## src/rtl/mccu_pkg.sv

```systemverilog
// Purpose : shared types and constants for the multi-cycle control unit.
// Latency : n/a (declarations only).
// Backpr. : n/a.
// Contents: state enum, OP/func codes, ALU_OP encodings, ALU_SrcB / PC_s select codes,
//           and a helper that flags the R-type functions that can raise an overflow trap.
package mccu_pkg;

  localparam int ST_W = 4;

  typedef enum logic [ST_W-1:0] {
    S_IF   = 4'd0,
    S_ID   = 4'd1,
    S_EX_R = 4'd2,
    S_WB_R = 4'd3,
    S_EX_I = 4'd4,
    S_WB_I = 4'd5,
    S_MA   = 4'd6,
    S_MRD  = 4'd7,
    S_WB_L = 4'd8,
    S_MWR  = 4'd9,
    S_BEQ  = 4'd10,
    S_J    = 4'd11
  } state_t;

  // Opcodes (IR[31:26])
  localparam logic [5:0] OP_RTYPE = 6'b000000;
  localparam logic [5:0] OP_ADDI  = 6'b001000;
  localparam logic [5:0] OP_LW    = 6'b100011;
  localparam logic [5:0] OP_SW    = 6'b101011;
  localparam logic [5:0] OP_BEQ   = 6'b000100;
  localparam logic [5:0] OP_J     = 6'b000010;

  // R-type function codes (IR[5:0])
  localparam logic [5:0] FN_AND  = 6'b100100;
  localparam logic [5:0] FN_OR   = 6'b100101;
  localparam logic [5:0] FN_XOR  = 6'b100110;
  localparam logic [5:0] FN_NOR  = 6'b100111;
  localparam logic [5:0] FN_ADD  = 6'b100000;
  localparam logic [5:0] FN_SUB  = 6'b100010;
  localparam logic [5:0] FN_SLT  = 6'b101010;
  localparam logic [5:0] FN_SLLV = 6'b000100;

  // ALU operation encodings
  localparam logic [2:0] ALU_AND = 3'b000;
  localparam logic [2:0] ALU_OR  = 3'b001;
  localparam logic [2:0] ALU_XOR = 3'b010;
  localparam logic [2:0] ALU_NOR = 3'b011;
  localparam logic [2:0] ALU_ADD = 3'b100;
  localparam logic [2:0] ALU_SUB = 3'b101;
  localparam logic [2:0] ALU_SLT = 3'b110;
  localparam logic [2:0] ALU_SLL = 3'b111;

  // ALU operand B selects
  localparam logic [1:0] SRCB_RT     = 2'b00;
  localparam logic [1:0] SRCB_FOUR   = 2'b01;
  localparam logic [1:0] SRCB_IMM    = 2'b10;
  localparam logic [1:0] SRCB_IMM_SH = 2'b11;

  // PC source selects
  localparam logic [1:0] PCS_ALU  = 2'b00;
  localparam logic [1:0] PCS_BR   = 2'b01;
  localparam logic [1:0] PCS_JUMP = 2'b10;

  // Only signed add/sub can trap on overflow; SLT and the logic ops never do.
  function automatic logic is_ovf_func(input logic [5:0] fn);
    return (fn == FN_ADD) || (fn == FN_SUB);
  endfunction

endpackage

```

## src/rtl/multicycle_ctrl_if.sv

```systemverilog
// Purpose : bundle between the control unit (master) and the datapath (slave).
// Latency : n/a (wires only).
// Backpr. : mem_ready is the only stall input; the controller holds IF/MRD/MWR until it is high.
// Signals : IR fields OP/func, ALU flags ZF/OF, mem_ready in; ALU/PC/IR/memory/regfile controls out.
//           ovf_trap exists only when OVERFLOW_TRAP_EN is defined.
interface multicycle_ctrl_if;
  logic [5:0] OP;
  logic [5:0] func;
  logic       ZF;
  logic       OF;
  logic       mem_ready;
  logic [2:0] ALU_OP;
  logic       ALU_SrcA;
  logic [1:0] ALU_SrcB;
  logic       PC_Write;
  logic [1:0] PC_s;
  logic       IR_Write;
  logic       Mem_Write;
  logic       Reg_Write;
  logic       RegDst;
  logic       MemtoReg;
  logic       ill_instr;
`ifdef OVERFLOW_TRAP_EN
  logic       ovf_trap;

  modport master (
    input  OP, func, ZF, OF, mem_ready,
    output ALU_OP, ALU_SrcA, ALU_SrcB, PC_Write, PC_s, IR_Write,
           Mem_Write, Reg_Write, RegDst, MemtoReg, ill_instr, ovf_trap
  );
  modport slave (
    output OP, func, ZF, OF, mem_ready,
    input  ALU_OP, ALU_SrcA, ALU_SrcB, PC_Write, PC_s, IR_Write,
           Mem_Write, Reg_Write, RegDst, MemtoReg, ill_instr, ovf_trap
  );
`else
  modport master (
    input  OP, func, ZF, OF, mem_ready,
    output ALU_OP, ALU_SrcA, ALU_SrcB, PC_Write, PC_s, IR_Write,
           Mem_Write, Reg_Write, RegDst, MemtoReg, ill_instr
  );
  modport slave (
    output OP, func, ZF, OF, mem_ready,
    input  ALU_OP, ALU_SrcA, ALU_SrcB, PC_Write, PC_s, IR_Write,
           Mem_Write, Reg_Write, RegDst, MemtoReg, ill_instr
  );
`endif
endinterface

```

## src/rtl/multicycle_ctrl_alu_op_decode.sv

```systemverilog
// Purpose : R-type func field -> ALU operation, plus a legal flag for unsupported funcs.
// Latency : combinational.
// Backpr. : none.
// Ports   : i_func (6) in; o_alu_op (3), o_legal (1) out.
module alu_op_decode
  import mccu_pkg::*;
(
  input  logic [5:0] i_func,
  output logic [2:0] o_alu_op,
  output logic       o_legal
);

  always_comb begin
    o_alu_op = ALU_ADD;
    o_legal  = 1'b1;
    case (i_func)
      FN_AND:  o_alu_op = ALU_AND;
      FN_OR:   o_alu_op = ALU_OR;
      FN_XOR:  o_alu_op = ALU_XOR;
      FN_NOR:  o_alu_op = ALU_NOR;
      FN_ADD:  o_alu_op = ALU_ADD;
      FN_SUB:  o_alu_op = ALU_SUB;
      FN_SLT:  o_alu_op = ALU_SLT;
      FN_SLLV: o_alu_op = ALU_SLL;
      default: o_legal  = 1'b0;
    endcase
  end

endmodule

```

## src/rtl/multicycle_ctrl.sv

```systemverilog
// Purpose : multi-cycle MIPS-subset control FSM (IF/ID/EX/MEM/WB) driving the datapath.
// Latency : R/addi/sw 4 cycles, beq/j 3, lw 5; +1 cycle per mem_ready=0 cycle in IF/MRD/MWR.
// Backpr. : IF, MRD and MWR hold until mem_ready; all other states advance every cycle.
// Ports   : clk, rst (sync, active-high); io_ctrl = multicycle_ctrl_if.master.
// Config  : OVERFLOW_TRAP_EN - latch OF in EX (add/sub/addi), suppress the write-back and
//           pulse ovf_trap when set. Undefined: OF ignored, no ovf_trap signal.
module multicycle_ctrl
  import mccu_pkg::*;
(
  input  logic                   clk,
  input  logic                   rst,
  multicycle_ctrl_if.master      io_ctrl
);

  state_t     r_state;
  state_t     w_next;
  logic [2:0] w_dec_op;
  logic       w_dec_legal;

  logic [2:0] w_alu_op;
  logic       w_src_a;
  logic [1:0] w_src_b;
  logic       w_pc_write;
  logic [1:0] w_pc_s;
  logic       w_ir_write;
  logic       w_mem_write;
  logic       w_reg_write;
  logic       w_reg_dst;
  logic       w_mem_to_reg;
  logic       w_ill;
  logic       w_wb_ok;   // write-back permitted (cleared by a latched overflow trap)
  logic       w_trap;

  alu_op_decode u_dec (
    .i_func   (io_ctrl.func),
    .o_alu_op (w_dec_op),
    .o_legal  (w_dec_legal)
  );

`ifdef OVERFLOW_TRAP_EN
  logic r_ovf;

  // OF is only meaningful in the cycle the ALU computes the result, so capture it there
  // and act on it in the following write-back state.
  always_ff @(posedge clk) begin
    if (rst) begin
      r_ovf <= 1'b0;
    end else if (r_state == S_EX_R) begin
      r_ovf <= io_ctrl.OF & w_dec_legal & is_ovf_func(io_ctrl.func);
    end else if (r_state == S_EX_I) begin
      r_ovf <= io_ctrl.OF;
    end
  end

  assign w_wb_ok = ~r_ovf;
  assign io_ctrl.ovf_trap = w_trap;
`else
  assign w_wb_ok = 1'b1;
`endif

  always_ff @(posedge clk) begin
    if (rst) begin
      r_state <= S_IF;
    end else begin
      r_state <= w_next;
    end
  end

  always_comb begin
    w_next       = r_state;
    w_alu_op     = ALU_ADD;
    w_src_a      = 1'b0;
    w_src_b      = SRCB_RT;
    w_pc_write   = 1'b0;
    w_pc_s       = PCS_ALU;
    w_ir_write   = 1'b0;
    w_mem_write  = 1'b0;
    w_reg_write  = 1'b0;
    w_reg_dst    = 1'b0;
    w_mem_to_reg = 1'b0;
    w_ill        = 1'b0;
    w_trap       = 1'b0;

    case (r_state)
      S_IF: begin
        w_src_b = SRCB_FOUR;
        if (io_ctrl.mem_ready) begin
          w_ir_write = 1'b1;
          w_pc_write = 1'b1;
          w_next     = S_ID;
        end
      end
      S_ID: begin
        // Branch target is computed speculatively here and parked in ALUOut.
        w_src_b = SRCB_IMM_SH;
        case (io_ctrl.OP)
          OP_RTYPE:      w_next = S_EX_R;
          OP_ADDI:       w_next = S_EX_I;
          OP_LW, OP_SW:  w_next = S_MA;
          OP_BEQ:        w_next = S_BEQ;
          OP_J:          w_next = S_J;
          default: begin
            w_ill  = 1'b1;
            w_next = S_IF;
          end
        endcase
      end
      S_EX_R: begin
        w_src_a = 1'b1;
        if (w_dec_legal) begin
          w_alu_op = w_dec_op;
          w_next   = S_WB_R;
        end else begin
          w_ill  = 1'b1;
          w_next = S_IF;
        end
      end
      S_WB_R: begin
        w_reg_write = w_wb_ok;
        w_trap      = ~w_wb_ok;
        w_reg_dst   = 1'b1;
        w_next      = S_IF;
      end
      S_EX_I: begin
        w_src_a = 1'b1;
        w_src_b = SRCB_IMM;
        w_next  = S_WB_I;
      end
      S_WB_I: begin
        w_reg_write = w_wb_ok;
        w_trap      = ~w_wb_ok;
        w_next      = S_IF;
      end
      S_MA: begin
        w_src_a = 1'b1;
        w_src_b = SRCB_IMM;
        w_next  = (io_ctrl.OP == OP_SW) ? S_MWR : S_MRD;
      end
      S_MRD: begin
        if (io_ctrl.mem_ready) w_next = S_WB_L;
      end
      S_WB_L: begin
        w_reg_write  = 1'b1;
        w_mem_to_reg = 1'b1;
        w_next       = S_IF;
      end
      S_MWR: begin
        // Strobe stays up through the acknowledging cycle.
        w_mem_write = 1'b1;
        if (io_ctrl.mem_ready) w_next = S_IF;
      end
      S_BEQ: begin
        w_src_a    = 1'b1;
        w_alu_op   = ALU_SUB;
        w_pc_s     = PCS_BR;
        w_pc_write = io_ctrl.ZF;
        w_next     = S_IF;
      end
      S_J: begin
        w_pc_s     = PCS_JUMP;
        w_pc_write = 1'b1;
        w_next     = S_IF;
      end
      default: w_next = S_IF;
    endcase

    // Reset masks every strobe in the same cycle so an interrupted instruction
    // leaves no partial write behind.
    if (rst) begin
      w_alu_op     = ALU_ADD;
      w_src_a      = 1'b0;
      w_src_b      = SRCB_RT;
      w_pc_write   = 1'b0;
      w_pc_s       = PCS_ALU;
      w_ir_write   = 1'b0;
      w_mem_write  = 1'b0;
      w_reg_write  = 1'b0;
      w_reg_dst    = 1'b0;
      w_mem_to_reg = 1'b0;
      w_ill        = 1'b0;
      w_trap       = 1'b0;
    end
  end

  assign io_ctrl.ALU_OP    = w_alu_op;
  assign io_ctrl.ALU_SrcA  = w_src_a;
  assign io_ctrl.ALU_SrcB  = w_src_b;
  assign io_ctrl.PC_Write  = w_pc_write;
  assign io_ctrl.PC_s      = w_pc_s;
  assign io_ctrl.IR_Write  = w_ir_write;
  assign io_ctrl.Mem_Write = w_mem_write;
  assign io_ctrl.Reg_Write = w_reg_write;
  assign io_ctrl.RegDst    = w_reg_dst;
  assign io_ctrl.MemtoReg  = w_mem_to_reg;
  assign io_ctrl.ill_instr = w_ill;

endmodule
```

## src/flat_wrapper.sv

```systemverilog
// flat-port wrapper written by rule: the top's interface ports become plain ports
module multicycle_ctrl_flat import mccu_pkg::*;
  (clk, rst, io_ctrl_OP, io_ctrl_func, io_ctrl_ZF, io_ctrl_OF, io_ctrl_mem_ready, io_ctrl_ALU_OP, io_ctrl_ALU_SrcA, io_ctrl_ALU_SrcB, io_ctrl_PC_Write, io_ctrl_PC_s, io_ctrl_IR_Write, io_ctrl_Mem_Write, io_ctrl_Reg_Write, io_ctrl_RegDst, io_ctrl_MemtoReg, io_ctrl_ill_instr);
  multicycle_ctrl_if io_ctrl_i ();
  input  logic clk;
  input  logic rst;
  input wire logic [$bits(io_ctrl_i.OP)-1:0] io_ctrl_OP;
  input wire logic [$bits(io_ctrl_i.func)-1:0] io_ctrl_func;
  input wire logic [$bits(io_ctrl_i.ZF)-1:0] io_ctrl_ZF;
  input wire logic [$bits(io_ctrl_i.OF)-1:0] io_ctrl_OF;
  input wire logic [$bits(io_ctrl_i.mem_ready)-1:0] io_ctrl_mem_ready;
  output wire logic [$bits(io_ctrl_i.ALU_OP)-1:0] io_ctrl_ALU_OP;
  output wire logic [$bits(io_ctrl_i.ALU_SrcA)-1:0] io_ctrl_ALU_SrcA;
  output wire logic [$bits(io_ctrl_i.ALU_SrcB)-1:0] io_ctrl_ALU_SrcB;
  output wire logic [$bits(io_ctrl_i.PC_Write)-1:0] io_ctrl_PC_Write;
  output wire logic [$bits(io_ctrl_i.PC_s)-1:0] io_ctrl_PC_s;
  output wire logic [$bits(io_ctrl_i.IR_Write)-1:0] io_ctrl_IR_Write;
  output wire logic [$bits(io_ctrl_i.Mem_Write)-1:0] io_ctrl_Mem_Write;
  output wire logic [$bits(io_ctrl_i.Reg_Write)-1:0] io_ctrl_Reg_Write;
  output wire logic [$bits(io_ctrl_i.RegDst)-1:0] io_ctrl_RegDst;
  output wire logic [$bits(io_ctrl_i.MemtoReg)-1:0] io_ctrl_MemtoReg;
  output wire logic [$bits(io_ctrl_i.ill_instr)-1:0] io_ctrl_ill_instr;
  assign io_ctrl_i.OP = io_ctrl_OP;
  assign io_ctrl_i.func = io_ctrl_func;
  assign io_ctrl_i.ZF = io_ctrl_ZF;
  assign io_ctrl_i.OF = io_ctrl_OF;
  assign io_ctrl_i.mem_ready = io_ctrl_mem_ready;
  assign io_ctrl_ALU_OP = io_ctrl_i.ALU_OP;
  assign io_ctrl_ALU_SrcA = io_ctrl_i.ALU_SrcA;
  assign io_ctrl_ALU_SrcB = io_ctrl_i.ALU_SrcB;
  assign io_ctrl_PC_Write = io_ctrl_i.PC_Write;
  assign io_ctrl_PC_s = io_ctrl_i.PC_s;
  assign io_ctrl_IR_Write = io_ctrl_i.IR_Write;
  assign io_ctrl_Mem_Write = io_ctrl_i.Mem_Write;
  assign io_ctrl_Reg_Write = io_ctrl_i.Reg_Write;
  assign io_ctrl_RegDst = io_ctrl_i.RegDst;
  assign io_ctrl_MemtoReg = io_ctrl_i.MemtoReg;
  assign io_ctrl_ill_instr = io_ctrl_i.ill_instr;
  multicycle_ctrl u_core (.clk(clk), .rst(rst), .io_ctrl(io_ctrl_i));
endmodule
```

## config.mk

```make
export PLATFORM = sky130hd
export DESIGN_NAME = multicycle_ctrl_flat
export DESIGN_NICKNAME = d
export VERILOG_FILES = /design/src/rtl/mccu_pkg.sv /design/src/rtl/multicycle_ctrl_if.sv /design/src/rtl/multicycle_ctrl_alu_op_decode.sv /design/src/rtl/multicycle_ctrl.sv /design/src/flat_wrapper.sv
export SDC_FILE = /design/constraint.sdc
export NUM_CORES = 1
export LEC_CHECK = 0
export ABC_AREA = 1
export BUFFER_PORTS_ARGS = -buffer_cell sky130_fd_sc_hd__buf_2
export CORE_MARGIN = 3
export CORE_UTILIZATION = 40
export CTS_CLUSTER_SIZE = 40
export DETAILED_ROUTE_END_ITERATION = 10
export GPL_ROUTABILITY_DRIVEN = 0
export PLACE_DENSITY = 0.79
export SLEW_MARGIN = 20
export SYNTH_ARGS = -nofsm -noshare
export SYNTH_HDL_FRONTEND = slang
export SYNTH_SLANG_ARGS = --single-unit
```

## constraint.sdc

```tcl
create_clock -name clk -period 1.3 [get_ports clk]
set_clock_uncertainty 0.15 [all_clocks]
set_input_delay 0.13 -clock clk [delete_from_list [all_inputs] [get_ports clk]]
set_output_delay 0.13 -clock clk [all_outputs]
set_load 0.005 [all_outputs]
```

==> results of run 1 <==
[report_power, final]
part           switching [mW]  internal, mW  leakage (nW)
logic                   0.144         0.121         0.597
clock network          0.0628         0.104        0.0138
registers              0.0102         0.124        0.0355
[worst paths after layout]
check,depth (start not counted),endpoint,from
setup / recovery,5,io_ctrl_Reg_Write,u_core.r_state[1]
hold / removal,4,u_core.r_state[3],io_ctrl_mem_ready
setup reg to reg,8,u_core.r_state[3],u_core.r_state[2]
hold reg to reg,3,u_core.r_state[0],u_core.r_state[0]
[layer usage]
| layer | up-vias | track usage | share of wire | routed length (um) |
|---|---|---|---|---|
| met5 | - | 0 | 0 | 0 |
| met4 | 0 | 0.193 | 0.064 | 182 |
| met3 | 19 | 0.0625 | 0.094 | 267 |
| met2 | 70 | 0.440 | 0.52 | 1460 |
| met1 | 480 | 0.251 | 0.33 | 921 |
| li1 | 518 | - | - | - |
[worst max-delay path: cells and delay by family, from the launching register on]
kind,cells,cell delay [ns]
and+or+nand+nor,2,0.12
buffers and inverters,2,0.31
AOI/OAI and AO/OA,1,0.35
DFF,1,0.37
[layout make-up]
type,instances,share of cell area
inverter,23,0.0821
clock buffer,3,0.0197
multi-input combinational,99,0.506
sequential,4,0.0832
tap,15,0.0164
timing repair buffer,52,0.292
[cells in the final DEF, fill, tap and decap left out, drive strengths merged, types with 2 or more instances in the layout]
cell and n:
clkbuf 3, nand4 5, o21ai 2, inv 23
a21oi 7, nor3 4, nand3 14, buf 52
nor2 31, nand2 33, dfxtp 4
[per-stage QoR]
step / hold slack (ns) / power, mW / instance area (um^2) / worst slack (ns)
CTS: 0.107 / 0.519 / 1030 / -0.327
global route: 0.135 / 0.600 / 1140 / -0.424
detailed placement: 0.347 / 0.339 / 936 / -0.107
global placement: 0.327 / 0.331 / 936 / -0.0810
finish: 0.108 / 0.566 / 1140 / -0.375
floorplan: 0.150 / 0.238 / 652 / 0.00776
[Yosys cell counts]
master	number	area [um^2]
a311o_1	1	10.0
o21ai_0	2	10.0
nor3_1	4	20.0
nand2_2	4	25.0
inv_1	20	75.1
nor2_1	28	105
nor2_2	2	12.5
o21bai_4	1	18.8
dfxtp_1	4	80.1
a21oi_1	5	25.0
nand2_1	29	109
a21oi_2	2	17.5
nor2_4	1	11.3
nand4_1	5	31.3
nand3_1	14	70.1
buf_2	1	5.00
inv_2	3	11.3
a211o_1	1	8.76
[what timing repair did]
action                                  4_1_cts  5_1_grt
endpoints found under the hold margin         0        0
setup buffers                                 1        6
endpoints found under the setup margin       19       19
resized for setup                            25       24
pin swaps                                     3        9
[cell families after synthesis]
kind of cell,count (synthesis),synth area share
buf+inv,24,0.141
flops,4,0.124
simple gates,87,0.595
compound gates,12,0.140
==> run summary, run 1 <==
outcome = complete, but fails checks
failing checks = setup timing
initial antenna violation count = 0
pin count of the biggest net entering global routing = 7
TNS Setup = -3.79 ns
Fill cells = 92
Final Hold Vio Count = 0
critical-path cell with the highest stage delay = dfxtp_4
starting density of the core = 0.462
clock transition at the registers of the reported paths = 0.05 ns
Root Driver = clkbuf_4
sequential element share of the synthesized area = 0.124
Post-Synthesis Cells = 127
multi-input combinational cell area = 578 um^2
yosys warns = 0
first-pass GRT wire length = 3840 um
fin crit share = 1.29
routed len/inst = 14.4 um
RSZ-0062 raised after global routing = yes
CP endpoint kind = output pin
Crit path largest cell delay = 0.37 ns
Static Leakage = 0.646 nW
dpl cells = 187
Final nets = 200
final setup vio count = 19
core footprint = 1400 um^2
Mapped Area = 646 um^2
vias in the first global route = 990
die area = 2130 um^2
post-synthesis cell type count = 18
Die Span Y = 46.2 um
CP Data Arrival Time = 1.39 ns
CP Cell Sequence = buf_4 -> nand2_4 -> nor2_4 -> a311o_1 -> buf_2
Synthesized Nets = 144
DR iter-0 viols = 36
Rows = 13
share of cells above drive strength 1 = 0.530
Max-slew headroom = 0.834
drt pass-1 iters = 4
Slew Viols, Final = 0
clk_lat worst skew = 0.25 ns
critical path class = reg2out
DRC viols = 0
register area = 95.1 um^2
Critical Path Fanout Max = 5
Power Density = 495 nW/um^2
post-route insts no fill = 196
Highest Clock Rate = 597 MHz
CTS buffer count = 3
final critical-path required period = 1.67 ns
Final ANT Viol Nets = 0
clk buf depth = 2
detailed-route vias per instance = 5.55
Layout Area Growth over Synthesis = 76.9%
CP Launch Type = register
die width = 46.2 um
worst reg2reg setup slack = -0.13 ns
HP Class = in2reg
diodes inserted = 0
biggest regs = u_core.r_state (4)
worst setup margin = -0.375 ns
final design utilization = 0.817
Yosys reg bits = 4
Critical Path RT = 1.02 ns
vias post-DR = 1087
CTS Hold Bufs = 0
Max-Cap Viols = 0
Mean Syn Cell Area = 5.08 um^2
dpl hpwl = 1820 um
worst ir drop on vdd = 0.547 mV
Global Route Usage Sum = 0.252
# IOs = 32
TritonCTS clock tree = done
Slew @ Worst Pin = 0.247 ns
TritonCTS Sinks = 4
wirelength, routed = 2830 um
Biggest register = u_core.r_state
Port Buf Inserts = 30
Largest register FFs = 4
Congestion Overflow GR = 0
Max H-tree Level = 1
No activity file was read; power rests on OpenSTA's default activity.
==> run 2, diff against run 1 <==
- PLACE_DENSITY: 0.79 -> 0.85
==> run 2 against run 1 <==
Against the previous run: the run still ends with setup timing left; sequential share of layout area fell by 0.072 points; highest routed layer unchanged; register-to-register slack got worse by 0.02 ns; sequential cell count did not move; critical path depth rose by 3; design area rose by 0.88%; via count rose by 3.9%; core utilization rose by 0.72 points; global-route usage rose by 2.0 points; critical endpoint is now io_ctrl_PC_Write; count of clock-buffer cells in the layout did not move; maximum frequency rose by 2.7%; largest power group unchanged; non-clock buffer count did not move; clock power rose by 2%.
==> run summary, run 2 (synthesis results as in run 1) <==
outcome = complete, but fails checks
failing checks = setup timing
worst ir drop on vdd = 0.515 mV (-5.8%)
Highest Clock Rate = 614 MHz (+2.7%)
die width = 46.2 um (unchanged)
Final ANT Viol Nets = 0 (unchanged)
first-pass GRT wire length = 4190 um (+9.2%)
final critical-path required period = 1.63 ns (-0.0447 ns)
Root Driver = clkbuf_4
share of cells above drive strength 1 = 0.558 (+0.0276)
TritonCTS clock tree = done
dpl hpwl = 1730 um (-4.9%)
FF-to-FF End = u_core.r_state[3]
CP Cell Sequence = inv_4 -> nor2_4 -> inv_2 -> nor2_2 -> inv_2 -> nor2_2 -> a211o_1 -> buf_2
CP endpoint kind = output pin
vias post-DR = 1129 (+3.9%)
core footprint = 1400 um^2 (unchanged)
CP Launch Type = register
Critical Path Fanout Max = 3 (-2)
Largest register FFs = 4 (unchanged)
Die Span Y = 46.2 um (unchanged)
critical-path cell with the highest stage delay = dfxtp_4
clock transition at the registers of the reported paths = 0.04 ns (about the same)
crit path launch = u_core.r_state[3]
Max H-tree Level = 1 (unchanged)
Slew @ Worst Pin = 0.272 ns (+0.0243 ns)
multi-input combinational cell area = 586 um^2 (+1.3%)
final setup vio count = 19 (unchanged)
critical path class = reg2out
Layout Area Growth over Synthesis = 78.5%
register area = 95.1 um^2 (unchanged)
worst setup margin = -0.330 ns (+0.0447 ns)
starting density of the core = 0.462 (unchanged)
delay-heaviest family, CP = flip-flops
initial antenna violation count = 0 (unchanged)
drt pass-1 iters = 4 (unchanged)
worst reg2reg setup slack = -0.15 ns (-0.02 ns)
Fill cells = 98 (+6.5%)
DR iter-0 viols = 40 (+11%)
Rows = 13 (unchanged)
clk_lat worst skew = 0.25 ns (about the same)
Critical Path RT = 1.02 ns (about the same)
detailed-route vias per instance = 5.76 (+3.9%)
Final nets = 200 (unchanged)
HP Class = in2reg
TNS Setup = -4.03 ns (-0.238 ns)
vias in the first global route = 1012 (+2.2%)
TritonCTS Sinks = 4 (unchanged)
Congestion Overflow GR = 0 (unchanged)
pin count of the biggest net entering global routing = 8 (+1)
Max-slew headroom = 0.818 (-0.0154)
Worst path depth = 8 (+3)
fin crit share = 1.25 (-0.0344)
Max-Cap Viols = 0 (unchanged)
commonest non-fill, non-tap cell in the layout = buf_2
# IOs = 32 (unchanged)
most frequent cells in the layout = 30 x buf_2, 23 x nand2_1, 19 x nor2_1
Power Density = 493 nW/um^2 (-0.37%)
DRC viols = 0 (unchanged)
CP Data Arrival Time = 1.35 ns (-0.04 ns)
routed len/inst = 14.7 um (+1.9%)
post-route insts no fill = 196 (unchanged)
clk buf depth = 2 (unchanged)
wirelength, routed = 2890 um (+1.9%)
R2R Path Start = u_core.r_state[2]
Biggest register = u_core.r_state
Crit path largest cell delay = 0.39 ns (+0.02 ns)
Global Route Usage Sum = 0.272 (+0.0199)
Static Leakage = 0.664 nW (+2.8%)
worst path bufs/invs = 4 (+2)
Final Hold Vio Count = 0 (unchanged)
worst setup path endpoint = io_ctrl_PC_Write
die area = 2130 um^2 (unchanged)
diodes inserted = 0 (unchanged)
Reg2Reg Depth = 8 (unchanged)
CTS buffer count = 3 (unchanged)
Slew Viols, Final = 0 (unchanged)
RSZ-0062 raised after global routing = yes
biggest regs = u_core.r_state (4)
Port Buf Inserts = 30 (unchanged)
dpl cells = 186 (-0.53%)
==> run 2: cell counts in the layout (fill, tap and decap cells not counted) <==
Identical to the previous run, type by type.
==> run 2: metal layers <==
| metal | GRT usage | vias up | part of all wire |
|---|---|---|---|
| met3 | 0.0781 | 27 | 0.075 |
| met4 | 0.193 | 0 | 0.077 |
| met2 | 0.497 | 78 | 0.50 |
| met1 | 0.252 | 506 | 0.35 |
| li1 | - | 518 | - |
| met5 | 0 | - | 0 |
==> run 2: final cells by class <==
type	instances	share of cell area
multi-input combinational	99	0.508
timing repair buffer	52	0.290
inverter	23	0.0836
sequential	4	0.0825
clock buffer	3	0.0195
tap	15	0.0163
==> run 2: worst reg2reg max path, cell delays in order (launching register included) <==
cell and delay, ns:
dfxtp_4 0.40, inv_4 0.05, nor2_4 0.13, inv_1 0.07
nor2_1 0.16, nand4_1 0.13, nand3_2 0.10, nand2_2 0.06
a21oi_2 0.12
==> run 2: timing repair <==
action | 4_1_cts | 5_1_grt
endpoints found under the hold margin | 0 | 0
resized for setup | 29 | 23
hold buffers | 0 | 0
setup endpoints to repair | 19 | 19
setup buffers | 4 | 3
pin swaps | 3 | 10
==> run 2: where the power goes <==
group	total, mW	internal, mW	switching, mW
sequential	0.135	0.123	0.0117
combinational	0.263	0.113	0.150
clock	0.171	0.104	0.0664
total	0.569	0.341	0.228
==> run 2: worst min-delay path by stage <==
stage	from	endpoint	slack [ns]	cells after the start
final	io_ctrl_mem_ready	u_core.r_state[3]	0.12	4
after global routing	io_ctrl_mem_ready	u_core.r_state[3]	0.14	4
after CTS	io_ctrl_mem_ready	u_core.r_state[3]	0.13	4
after detailed placement	io_ctrl_mem_ready	u_core.r_state[3]	0.36	4
after global placement	io_ctrl_mem_ready	u_core.r_state[3]	0.34	4
after floorplan	rst	u_core.r_state[1]	0.15	3
==> run 2: through the flow <==
stage / instance area (um^2) / util / worst slack (ns) / hold WS, ns / total power [mW]
3_5_place_dp: 928 / 0.664 / -0.153 / 0.359 / 0.331
4_1_cts: 1060 / 0.759 / -0.282 / 0.130 / 0.520
2_1_floorplan: 652 / - / 0.00776 / 0.150 / 0.238
3_3_place_gp: 928 / 0.664 / -0.0806 / 0.342 / 0.322
5_1_grt: 1150 / 0.824 / -0.402 / 0.136 / 0.608
6_report: 1150 / 0.824 / -0.330 / 0.125 / 0.569
